## src/rtl/seg7_share_arbiter.sv

```systemverilog
// Round-robin arbiter sharing one 7-segment digit; owners hold for a dwell period, separated by blank cycles.
// Optional SEG7_SHARE_BLINK_EN adds a per-requester blink input that blanks the second half of the dwell.
module seg7_share_arbiter #(
  parameter int NREQ      = 4,
  parameter int DWELL_CYC = 10000000
) (
  input  logic                clk,
  input  logic                rst_n,
  input  logic [NREQ-1:0]     req,
  input  logic [4*NREQ-1:0]   digit_in,
`ifdef SEG7_SHARE_BLINK_EN
  input  logic [NREQ-1:0]     blink,
`endif
  output logic [NREQ-1:0]     gnt,
  output logic [2:0]          owner,
  output logic [6:0]          seg_out,
  output logic                busy
);

  localparam int DW = (DWELL_CYC > 2) ? $clog2(DWELL_CYC) : 1;
  localparam logic [DW-1:0] DWELL_MAX = DW'(DWELL_CYC - 1);

  typedef enum logic [1:0] {IDLE = 2'd0, HOLD = 2'd1, GAP = 2'd2} state_t;

  state_t            state_q, state_d;
  logic [NREQ-1:0]   gnt_q, gnt_d;
  logic [2:0]        owner_q, owner_d;
  logic [6:0]        seg_q, seg_d;
  logic              busy_q, busy_d;
  logic [DW-1:0]     dwell_q, dwell_d;

  logic [7:0]        req_ext;
  logic [3:0]        nib [8];
  logic [2:0]        pick;
  logic              own_req, rival_req;

  assign req_ext = 8'(req);

  // Pad the nibble table to 8 entries so a 3-bit owner index always fits.
  generate
    for (genvar gi = 0; gi < 8; gi++) begin : g_nib
      if (gi < NREQ) begin : g_live
        assign nib[gi] = digit_in[4*gi +: 4];
      end else begin : g_pad
        assign nib[gi] = 4'h0;
      end
    end
  endgenerate

`ifdef SEG7_SHARE_BLINK_EN
  logic [7:0] blink_ext;
  assign blink_ext = 8'(blink);
`endif

  function automatic logic [6:0] decode(input logic [3:0] d);
    case (d)
      4'h0: decode = 7'h3F;
      4'h1: decode = 7'h06;
      4'h2: decode = 7'h5B;
      4'h3: decode = 7'h4F;
      4'h4: decode = 7'h66;
      4'h5: decode = 7'h6D;
      4'h6: decode = 7'h7D;
      4'h7: decode = 7'h07;
      4'h8: decode = 7'h7F;
      4'h9: decode = 7'h6F;
      4'hA: decode = 7'h77;
      4'hB: decode = 7'h7C;
      4'hC: decode = 7'h39;
      4'hD: decode = 7'h5E;
      4'hE: decode = 7'h79;
      default: decode = 7'h71;
    endcase
  endfunction

  // Scan downward so the requester nearest after the pointer is assigned last and wins.
  always_comb begin
    pick = owner_q;
    for (int k = NREQ; k >= 1; k--) begin
      if (req_ext[3'((int'(owner_q) + k) % NREQ)]) begin
        pick = 3'((int'(owner_q) + k) % NREQ);
      end
    end
  end

  assign own_req   = |(req & gnt_q);
  assign rival_req = |(req & ~gnt_q);

  always_ff @(posedge clk or negedge rst_n) begin
    if (!rst_n) begin
      state_q <= IDLE;
      gnt_q   <= '0;
      owner_q <= 3'(NREQ - 1);
      seg_q   <= '0;
      busy_q  <= 1'b0;
      dwell_q <= '0;
    end else begin
      state_q <= state_d;
      gnt_q   <= gnt_d;
      owner_q <= owner_d;
      seg_q   <= seg_d;
      busy_q  <= busy_d;
      dwell_q <= dwell_d;
    end
  end

  always_comb begin
    state_d = state_q;
    case (state_q)
      IDLE: if (|req) state_d = HOLD;
      HOLD: begin
        if (!own_req) state_d = GAP;
        else if (dwell_q == DWELL_MAX && rival_req) state_d = GAP;
      end
      GAP:     state_d = IDLE;
      default: state_d = IDLE;
    endcase
  end

  always_comb begin
    gnt_d   = '0;
    seg_d   = '0;
    busy_d  = 1'b0;
    owner_d = owner_q;
    dwell_d = dwell_q;
    case (state_q)
      IDLE: begin
        if (state_d == HOLD) begin
          gnt_d   = {{(NREQ-1){1'b0}}, 1'b1} << pick;
          owner_d = pick;
          seg_d   = decode(nib[pick]);
          busy_d  = 1'b1;
          dwell_d = '0;
        end
      end
      HOLD: begin
        if (state_d == HOLD) begin
          gnt_d   = gnt_q;
          busy_d  = 1'b1;
          dwell_d = (dwell_q == DWELL_MAX) ? dwell_q : dwell_q + DW'(1);
          seg_d   = decode(nib[owner_q]);
`ifdef SEG7_SHARE_BLINK_EN
          // Test the count being loaded so the blank lines up with the visible dwell value.
          if (blink_ext[owner_q] && int'(dwell_d) >= DWELL_CYC / 2) seg_d = '0;
`endif
        end
      end
      default: ;
    endcase
  end

  assign gnt     = gnt_q;
  assign owner   = owner_q;
  assign seg_out = seg_q;
  assign busy    = busy_q;

endmodule

```

## config.mk

```make
export PLATFORM = sky130hd
export DESIGN_NAME = seg7_share_arbiter
export DESIGN_NICKNAME = d
export VERILOG_FILES = /design/src/rtl/seg7_share_arbiter.sv
export SDC_FILE = /design/constraint.sdc
export NUM_CORES = 1
export LEC_CHECK = 0
export BUFFER_PORTS_ARGS = -buffer_cell sky130_fd_sc_hd__buf_2
export CAP_MARGIN = 20
export CORE_MARGIN = 5
export CORE_UTILIZATION = 45
export DETAILED_ROUTE_END_ITERATION = 16
export GPL_ROUTABILITY_DRIVEN = 0
export HOLD_SLACK_MARGIN = 0.08
export PLACE_DENSITY = 0.67
export SLEW_MARGIN = 0
export SYNTH_ARGS = -nofsm -noshare
export SYNTH_HDL_FRONTEND = slang
export SYNTH_SLANG_ARGS = --single-unit
```

## constraint.sdc

```tcl
create_clock -name clk -period 2.9 [get_ports clk]
set_clock_uncertainty 0.2 [all_clocks]
set_input_delay 0.58 -clock clk [delete_from_list [all_inputs] [get_ports clk]]
set_output_delay 0.58 -clock clk [all_outputs]
set_load 0.01 [all_outputs]
```

# Word-level counts from Yosys, hierarchy flattened
# Memory sizes are Yosys's and may differ from the RTL's.
# Index checks and enable logic that the tools add are counted.
totals:
  reg_bits: 41
  romBits: 224
  in_bits: 22
  output_inout_bits: 15
  word_cells: 87
  n_memories: 2
classes:
  n_addsub: 5
  n_lt_le_gt_ge: 6
  n_eq_ne: 7
  shifts: 1
  n_mux: 38
  bitwise_logic: 9
  reduce_logical: 13
mem_list:
  columns: ["name", "words", "word_bits", "rd", "rd_clocked_by_memory_dff", "write_ports", "line_no", "rtl"]
  rows:
  - ["(name not given)", 16, 7, 1, 0, 0, "56", "case (d)"]
  - ["(name not given)", 16, 7, 1, 0, 0, "56", null]
ops:
  columns: ["cell", "n"]
  rows:
  - ["24-bit two-way mux", 3]
  - ["24-bit one-hot mux with 2 select lines", 1]
  - ["24-bit by 1-bit adder with 24-bit output (second input constant)", 1]
  - ["4-bit binary-select mux with 3-bit select", 2]
  - ["24-bit == test (second input constant)", 1]
  - ["4-bit two-way mux", 6]
  - ["3-bit by 5-bit less-than comparator with 1-bit output (second input constant)", 4]
  - ["7-bit two-way mux", 2]
  - ["7-bit one-hot mux with 2 select lines", 1]
  - ["1-bit binary-select mux with 3-bit select", 4]
  - ["3-bit two-way mux", 4]
  - ["4-bit OR reduction", 3]
  - ["1-bit two-way mux", 10]
  - ["2-bit OR reduction", 5]
  - ["4-bit bitwise AND", 2]
  - ["4-bit greater-or-equal comparator (second input constant)", 2]
  - ["2-bit inequality test (second input constant)", 4]
  - ["3-bit NOT with 4-bit output", 2]
  - ["4-bit one-hot mux with 2 select lines", 1]
  - ["2-bit two-way mux", 3]
  - ["2-bit by 1-bit adder with 2-bit output (second input constant)", 2]
  - ["2-bit adder (second input constant)", 2]
  - ["1-bit bitwise AND (first input constant)", 4]
  - ["2-bit by 1-bit == test with 1-bit output (second input constant)", 2]
  - ["other kinds (8)", 8]

# Longest topological paths before layout
# Gate-level depths: netlist of the first run.
# An unclocked memory read counts as a cell.
logic_depth:
  word_depth: 17
  depth_mapped: 12
  ltp_nobuf: 10

# Worst setup path after synthesis of the first run
# OpenSTA, ideal clock, no wires.
synth_timing:
  path_kind: "input port to flip-flop"
  startpoint: "in req[2]"
  endpoint: "reg seg_q[6], in the netlist seg_out[6]"
  setup_ps: 122
  arrival_ps: 2483
  required_ps: 2578
  slack_ps: 95
  cell_stages: 11
  n_path_buf: 1
  cell_sequence: "nand2b_2 a21oi_2 nor3_4 mux2_4 and2_4 buf_6 inv_1 ha_1 nand3b_1 o211ai_1 a32o_1"
synth_between:
  elab_chain_cells: 14
  elab_cells_between_ends: 35
  classes_between: "eq/ne: 1; mux: 26; bitwise: 3; reduce/logical: 4; memory: 1"
synth_lines:
  columns: ["element", "line_no", "rtl"]
  rows:
  - ["start, declared", "9", "input logic [NREQ-1:0] req,"]
  - ["1-bit binary-select mux with 3-bit select", "80", "if (req_ext[3'((int'(owner_q) + k) % NREQ)]) begin"]
  - ["1-bit two-way mux (not written as such) (2 in series)", "80", null]
  - ["3-bit two-way mux (4 in series)", "80", null]
  - ["3-bit NOT with 4-bit output (not written as such)", "131", "seg_d = decode(nib[pick]);"]
  - ["4-bit binary-select mux with 3-bit select", "131", null]
  - ["4-bit two-way mux (not written as such) (2 in series)", "131", null]
  - ["memory 16 x 7 bit", null, null]
  - ["7-bit two-way mux", "128", "if (state_d == HOLD) begin"]
  - ["7-bit one-hot mux with 2 select lines *", "126", "case (state_q)"]
  - ["via seg_d[6]", "28", "logic [6:0] seg_q, seg_d;"]
  - ["end signal, assigned", "101", "seg_q <= seg_d;"]
  - ["end, declared", "28", null]
# Mark *: on every way through the listed nets, which the timed path passes. The rest lies on a longest branch. The select of a mux whose other input is x is not followed.
# A chain may end at the register's enable or synchronous reset.

# Worst setup path after layout of the first run
layout_timing:
  startpoint: "reg owner_q[0], in the netlist owner[0]"
  endpoint: "reg seg_q[2], in the netlist seg_out[2]"
layout_between:
  elab_chain_cells: 17
  elab_cells_between_ends: 41
  classes_between: "add/sub: 4; mux: 25; bitwise: 6; reduce/logical: 4; memory: 2"
layout_lines:
  columns: ["element", "line_no", "rtl"]
  rows:
  - ["start, declared", "27", "logic [2:0] owner_q, owner_d;"]
  - ["start signal, assigned", "93", "owner_q <= 3'(NREQ - 1);"]
  - ["start signal, assigned", "100", "owner_q <= owner_d;"]
  - ["2-bit by 1-bit adder with 2-bit output", "80, 81", null]
  - ["2-bit OR reduction (no line)", null, null]
  - ["1-bit bitwise AND (no line)", null, null]
  - ["1-bit binary-select mux with 3-bit select", "80", null]
  - ["1-bit two-way mux (not written as such) (2 in series)", "80", null]
  - ["3-bit two-way mux (4 in series)", "80", null]
  - ["3-bit NOT with 4-bit output (not written as such)", "131", null]
  - ["4-bit binary-select mux with 3-bit select", "131", null]
  - ["4-bit two-way mux (not written as such) (2 in series)", "131", null]
  - ["memory 16 x 7 bit", null, null]
  - ["7-bit two-way mux", "128", null]
  - ["7-bit one-hot mux with 2 select lines *", "126", null]
  - ["via seg_d[2]", "28", null]
# Marks and branches as above.

==> impl_metrics.json, run 1 <==
{
  "die_w_um": 90.13,
  "synth_nets": 347,
  "final_common_cell": "dfrtp_1",
  "synth.distinct_cells": 63,
  "n_antenna_cell": 0,
  "final_cell_mix": "dfrtp_1 (39), buf_2 (36), nand2_1 (33), nor2_1 (30), buf_4 (22)",
  "finalSetupViolations": 0,
  "cts_buffer_depth": 2,
  "nFillCells": 584,
  "path_clk_slew_ps": 80,
  "ys_seq_area_frac": 0.3560,
  "rsz0062_at_grt": "true",
  "antenna_left": 0,
  "cp_common_cell": "buf_4",
  "synthArstFlopShare": 1.000,
  "fin_area_um2": 3431,
  "peakVddDrop_mv": 0.4734,
  "final_core_util": 0.5434,
  "tightest_slew_ps": 889.9,
  "path_class": "reg -> reg",
  "core-area_um2": 6314,
  "io_buffers": 36,
  "timing.final.ws_setup_ps": 135.2,
  "synth_ff_type": "dfrtp_1",
  "grt_max_degree": 42,
  "end_kind": "flop",
  "dr.first_iter.drc_count": 133,
  "max_freq_mhz": 361.7,
  "io_pins": 37,
  "synth_area_um2": 2889,
  "worstPathArrival_ps": 2750,
  "maxSlewHeadroom": 0.4067,
  "syn_avg_cell_area_um2": 9.230,
  "hp-class": "in -> async",
  "status": "completed",
  "syn_to_final_growth_pct": 18.75,
  "hpwl_um": 5000,
  "timing.final.crit_share": 0.9534,
  "cts_made_buffers": 5,
  "place_area_um2": 3256,
  "initial_core_util": 0.4576,
  "crit_fanout": 7,
  "grt_pass1_vias": 2509,
  "power.total_uw": 3234,
  "antenna_found_initial": 0,
  "crit_family": "flip-flops",
  "hold_buffers": 0,
  "max_cap_violations": 0,
  "layout.nets": 404,
  "synthCells": 313,
  "pre_cts_ws_ps": -38.58,
  "critPathRequiredTime_ps": 2890,
  "ys_ff_latch": 41,
  "first_pass_iters": 4,
  "grt-ovfl-total": 0,
  "totalWireLength_um": 6756,
  "cpPeakStageDelay_ps": 620,
  "synth-edff-count": 0,
  "cts_sinks": 41,
  "num_rows": 29,
  "timing.reg2reg.setup_slack_ps": 140,
  "cts_max_level": 2,
  "layout-drive-gt1-share": 0.2588,
  "tns_ps": 0,
  "multi_input_area_um2": 1780,
  "cts_root_buf": "clkbuf_8",
  "path_cells": "clkbuf_4 > buf_4 > a21oi_2 > nor3_4 > mux2_4 > and2_4 > buf_4 > ha_1 > o31ai_2 > a21oi_1 > a21o_1",
  "hold_viol": 0,
  "drv_slew": 0,
  "path_buf_inv": 3,
  "post-route-min-period_ps": 2765,
  "drc": 0,
  "avgViaCountPerCell": 5.627,
  "die_h_um": 90.13,
  "start_kind": "flop",
  "seqCellArea_um2": 1028,
  "yosys_warnings": 0,
  "power_density_nw_per_um2": 942.7,
  "die-area_um2": 8123,
  "cts_tree": "yes",
  "vias": 2521,
  "wl_per_cell_um": 15.08,
  "grt_pass1_wl_um": 11640,
  "track_usage": 0.1705,
  "clk_latency_ps": 300,
  "worst_path_max_delay_cell": "dfstp_2",
  "power.leakage_uw": 0.001591
}
## flip-flops by register name, summed over array words and instances, names as in the netlist
name,count
state_q,2
dwell_q,24
busy,1
owner,3
gnt,4
seg_out,7
## worst paths after layout
check,endpoint,startpoint,cells past startpoint
hold reg to reg,dwell_q[1]$_DFFE_PN0P_,dwell_q[1]$_DFFE_PN0P_,2
max in group asynchronous,dwell_q[12]$_DFFE_PN0P_,rst_n,1
setup / recovery,seg_out[2]$_DFF_PN0_,owner[0]$_DFFE_PN1P_,11
setup reg to reg,seg_out[2]$_DFF_PN0_,owner[0]$_DFFE_PN1P_,11
min in group clk,dwell_q[1]$_DFFE_PN0P_,dwell_q[1]$_DFFE_PN0P_,2
hold / removal,dwell_q[10]$_DFFE_PN0P_,rst_n,1
## per-layer routing
| metal | vias to the layer above | global-route usage | part of all wire |
|---|---|---|---|
| met2 | 69 | 0.2720 | 0.47 |
| met4 | 0 | 0.05211 | 0.016 |
| met1 | 1197 | 0.2313 | 0.46 |
| met3 | 12 | 0.03673 | 0.047 |
| li1 | 1243 | - | - |
| met5 | - | 0 | 0 |
## power by group
part | switching [µW] | total, µW | internal, µW
Sequential | 105 | 805 | 700
Clock | 200 | 458 | 258
Combinational | 1100 | 1970 | 872
## stage by stage
stage                     std cells  hold slack [ps]
final                           448            204.0
after global routing            448            287.1
after CTS                       444            227.5
after detailed placement        436            323.4
after global placement          436            315.6
after floorplan                 313            84.41
## Yosys cell counts (3+ instances only)
cell / count / area share
o21ai_0: 14 / 0.024
a21o_1: 4 / 0.010
inv_1: 10 / 0.013
o31ai_1: 6 / 0.016
a22oi_1: 3 / 0.0078
and2_1: 5 / 0.011
nand4_1: 6 / 0.013
nor2b_1: 5 / 0.011
xor2_1: 19 / 0.058
dfrtp_1: 39 / 0.34
ha_1: 12 / 0.052
nor2_1: 30 / 0.039
nand2_1: 33 / 0.043
a21oi_1: 7 / 0.012
nand3_1: 19 / 0.033
and3_1: 4 / 0.0087
nor3_1: 5 / 0.0087
buf_6: 3 / 0.012
a21oi_2: 3 / 0.0091
o22a_1: 3 / 0.0091
nand2b_1: 8 / 0.017
clkbuf_1: 5 / 0.0065
mux2i_1: 10 / 0.035
o22ai_1: 6 / 0.013
## cells by family after synthesis
logic type,synth area share
compound gates,0.1724
xor+xnor,0.06367
fa+ha+maj,0.05197
buf+inv,0.03681
flops,0.3560
mux,0.08488
simple gates,0.2343
## worst register-to-register path: stages, from the launching register on
cell      delay [ps]
dfstp_2          620
clkbuf_4         210
buf_4            120
a21oi_2           50
nor3_4           170
mux2_4           330
and2_4           140
buf_4            150
ha_1             190
o31ai_2          260
a21oi_1           70
a21o_1           150
## repair_timing
item / in CTS / in global routing
setup endpoints to repair: 0 / 7
setup buffers: 0 / 4
endpoints found under the hold margin: 0 / 0
resized for setup: 0 / 6
## final cells by class
| class | count | share of cell area |
|---|---|---|
| Tap cell | 77 | 0.02808 |
| Clock buffer | 6 | 0.02115 |
| Inverter | 11 | 0.01204 |
| Clock inverter | 2 | 0.01131 |
| Sequential cell | 41 | 0.2998 |
| Timing Repair Buffer | 60 | 0.1087 |
| Multi-Input combinational cell | 251 | 0.5190 |
Power figures use the tool's default switching activity.
==> run 2, diff against run 1 <==
--- a/config.mk
+++ b/config.mk
@@ -12,7 +12,7 @@
 export DETAILED_ROUTE_END_ITERATION = 16
 export GPL_ROUTABILITY_DRIVEN = 0
 export HOLD_SLACK_MARGIN = 0.08
-export PLACE_DENSITY = 0.67
+export PLACE_DENSITY = 0.63
 export SLEW_MARGIN = 0
 export SYNTH_ARGS = -nofsm -noshare
 export SYNTH_HDL_FRONTEND = slang
==> run 2 against run 1 <==
Critical path depth unchanged. Worst setup slack got worse by 27 ps. Flip-flop and latch count unchanged. Combinational power decreased by 6%. Via count increased by 0.40%. First-iteration DRC count decreased by 20%. Final cell count decreased by 0.45%. Sequential share of layout area increased by 0.46 points. Fmax decreased by 0.96%. Sequential power about the same. Critical endpoint is now seg_out[6]$_DFF_PN0_. Largest cell class unchanged. Largest power group unchanged.
==> impl_metrics.json, run 2 (same netlist as run 1, synthesis figures left out) <==
{
  "cts_max_level": 2,
  "status": "completed",
  "maxSlewHeadroom": 0.3890,
  "power_density_nw_per_um2": 922.2,
  "hold_buffers": 0,
  "cts_buffer_depth": 2,
  "cts_tree": "yes",
  "path_cells": "clkbuf_2 > nor3_2 > buf_4 > nor3_4 > mux2_4 > and2_4 > inv_1 > ha_1 > nand3b_1 > o211ai_1 > a32o_1",
  "totalWireLength_um": 6512,
  "hp-class": "in -> async",
  "initial_core_util": 0.4576,
  "num_rows": 29,
  "die-area_um2": 8123,
  "drv_slew": 0,
  "track_usage": 0.1647,
  "finalSetupViolations": 0,
  "final_common_cell": "dfrtp_1",
  "avgViaCountPerCell": 5.675,
  "die_h_um": 90.13,
  "grt-ovfl-total": 0,
  "peakVddDrop_mv": 0.4879,
  "hold_viol": 0,
  "grt_max_degree": 42,
  "max_freq_mhz": 358.2,
  "cts_root_buf": "clkbuf_8",
  "max_cap_violations": 0,
  "path_class": "reg -> reg",
  "final_cell_mix": "dfrtp_1 (39), buf_2 (36), nand2_1 (33), nor2_1 (30), buf_4 (21)",
  "grt_pass1_wl_um": 11350,
  "timing.final.crit_share": 0.9626,
  "cts_made_buffers": 5,
  "dr.first_iter.drc_count": 107,
  "worst_path_max_delay_cell": "dfstp_2",
  "largest_reg_flops": 24,
  "n_antenna_cell": 0,
  "core-area_um2": 6314,
  "fin_area_um2": 3391,
  "clk_latency_ps": 300,
  "start_kind": "flop",
  "syn_to_final_growth_pct": 17.37,
  "first_pass_iters": 4,
  "multi_input_area_um2": 1767,
  "antenna_left": 0,
  "crit_fanout": 8,
  "post-route-min-period_ps": 2791,
  "layout.nets": 402,
  "cts_sinks": 41,
  "path_clk_slew_ps": 90,
  "wl_per_cell_um": 14.60,
  "vias": 2531,
  "end_kind": "flop",
  "power.leakage_uw": 0.001582,
  "grt_pass1_vias": 2396,
  "cpPeakStageDelay_ps": 590,
  "top_register": "dwell_q",
  "tightest_slew_ps": 916.5,
  "hpwl_um": 4899,
  "antenna_found_initial": 0,
  "io_buffers": 36,
  "die_w_um": 90.13,
  "seqCellArea_um2": 1032,
  "drc": 0,
  "power.total_uw": 3127,
  "place_area_um2": 3248,
  "nFillCells": 611,
  "worstPathArrival_ps": 2760,
  "r2r_cells": 11,
  "layout-drive-gt1-share": 0.2412,
  "critPathRequiredTime_ps": 2870,
  "io_pins": 37
}
[run 2: cell count changes in the layout (fill, tap and decap cells not counted), sizes merged]
cell	before	now
buf	59	57
[run 2: power by group]
| group | internal, µW | switching [µW] |
|---|---|---|
| logic | 801 | 1060 |
| clock network | 259 | 202 |
| registers | 705 | 96.7 |
| total | 1760 | 1360 |
[run 2: worst max-delay path, delay by kind of cell (launching register included)]
family	cells	cell delay, ps
adder cells (fa/ha/maj)	1	210
multiplexers	1	330
AO/OA/AOI/OAI	2	360
buffers and inverters	3	420
flip-flops	1	590
AND/OR/NAND/NOR	4	550
[run 2: what timing repair did]
item | CTS | global route
resized for setup | 0 | 2
setup buffers | 0 | 3
setup endpoints to repair | 0 | 5
[run 2: layout make-up]
class | instances | area share
Inverter | 11 | 0.01218
Sequential cell | 41 | 0.3044
Timing Repair Buffer | 58 | 0.1011
Tap cell | 77 | 0.02841
Clock inverter | 2 | 0.01144
Multi-Input combinational cell | 251 | 0.5210
Clock buffer | 6 | 0.02140
[run 2: routing by layer]
| metal | global-route usage | wire length, µm | vias to the layer above |
|---|---|---|---|
| met2 | 0.2573 | 2992 | 52 |
| met4 | 0.05707 | 137 | 0 |
| li1 | - | - | 1247 |
| met1 | 0.2292 | 3107 | 1219 |
| met5 | 0 | 0 | - |
| met3 | 0.02922 | 276 | 13 |
[run 2: final timing paths]
path | start | end | slack (ps)
setup reg to reg | owner[1]$_DFFE_PN1P_ | seg_out[6]$_DFF_PN0_ | 110
min in group clk | dwell_q[20]$_DFFE_PN0P_ | dwell_q[20]$_DFFE_PN0P_ | 350
hold / removal | rst_n | dwell_q[5]$_DFFE_PN0P_ | 220
max in group asynchronous | rst_n | seg_out[1]$_DFF_PN0_ | 1710
setup / recovery | owner[1]$_DFFE_PN1P_ | seg_out[6]$_DFF_PN0_ | 110
hold reg to reg | dwell_q[20]$_DFFE_PN0P_ | dwell_q[20]$_DFFE_PN0P_ | 350
[run 2: metrics by stage]
step	utilization	worst slack, ps	hold slack [ps]	cells	TNS [ps]
global route	0.5371	-4.069	294.8	446	-4.069
detailed placement	0.5145	-10.31	327.6	435	-10.31
finish	0.5371	108.5	215.1	446	0
global placement	0.5145	62.71	315.6	435	0
CTS	0.5321	59.54	250.3	443	0
floorplan	-	95.44	84.41	313	0
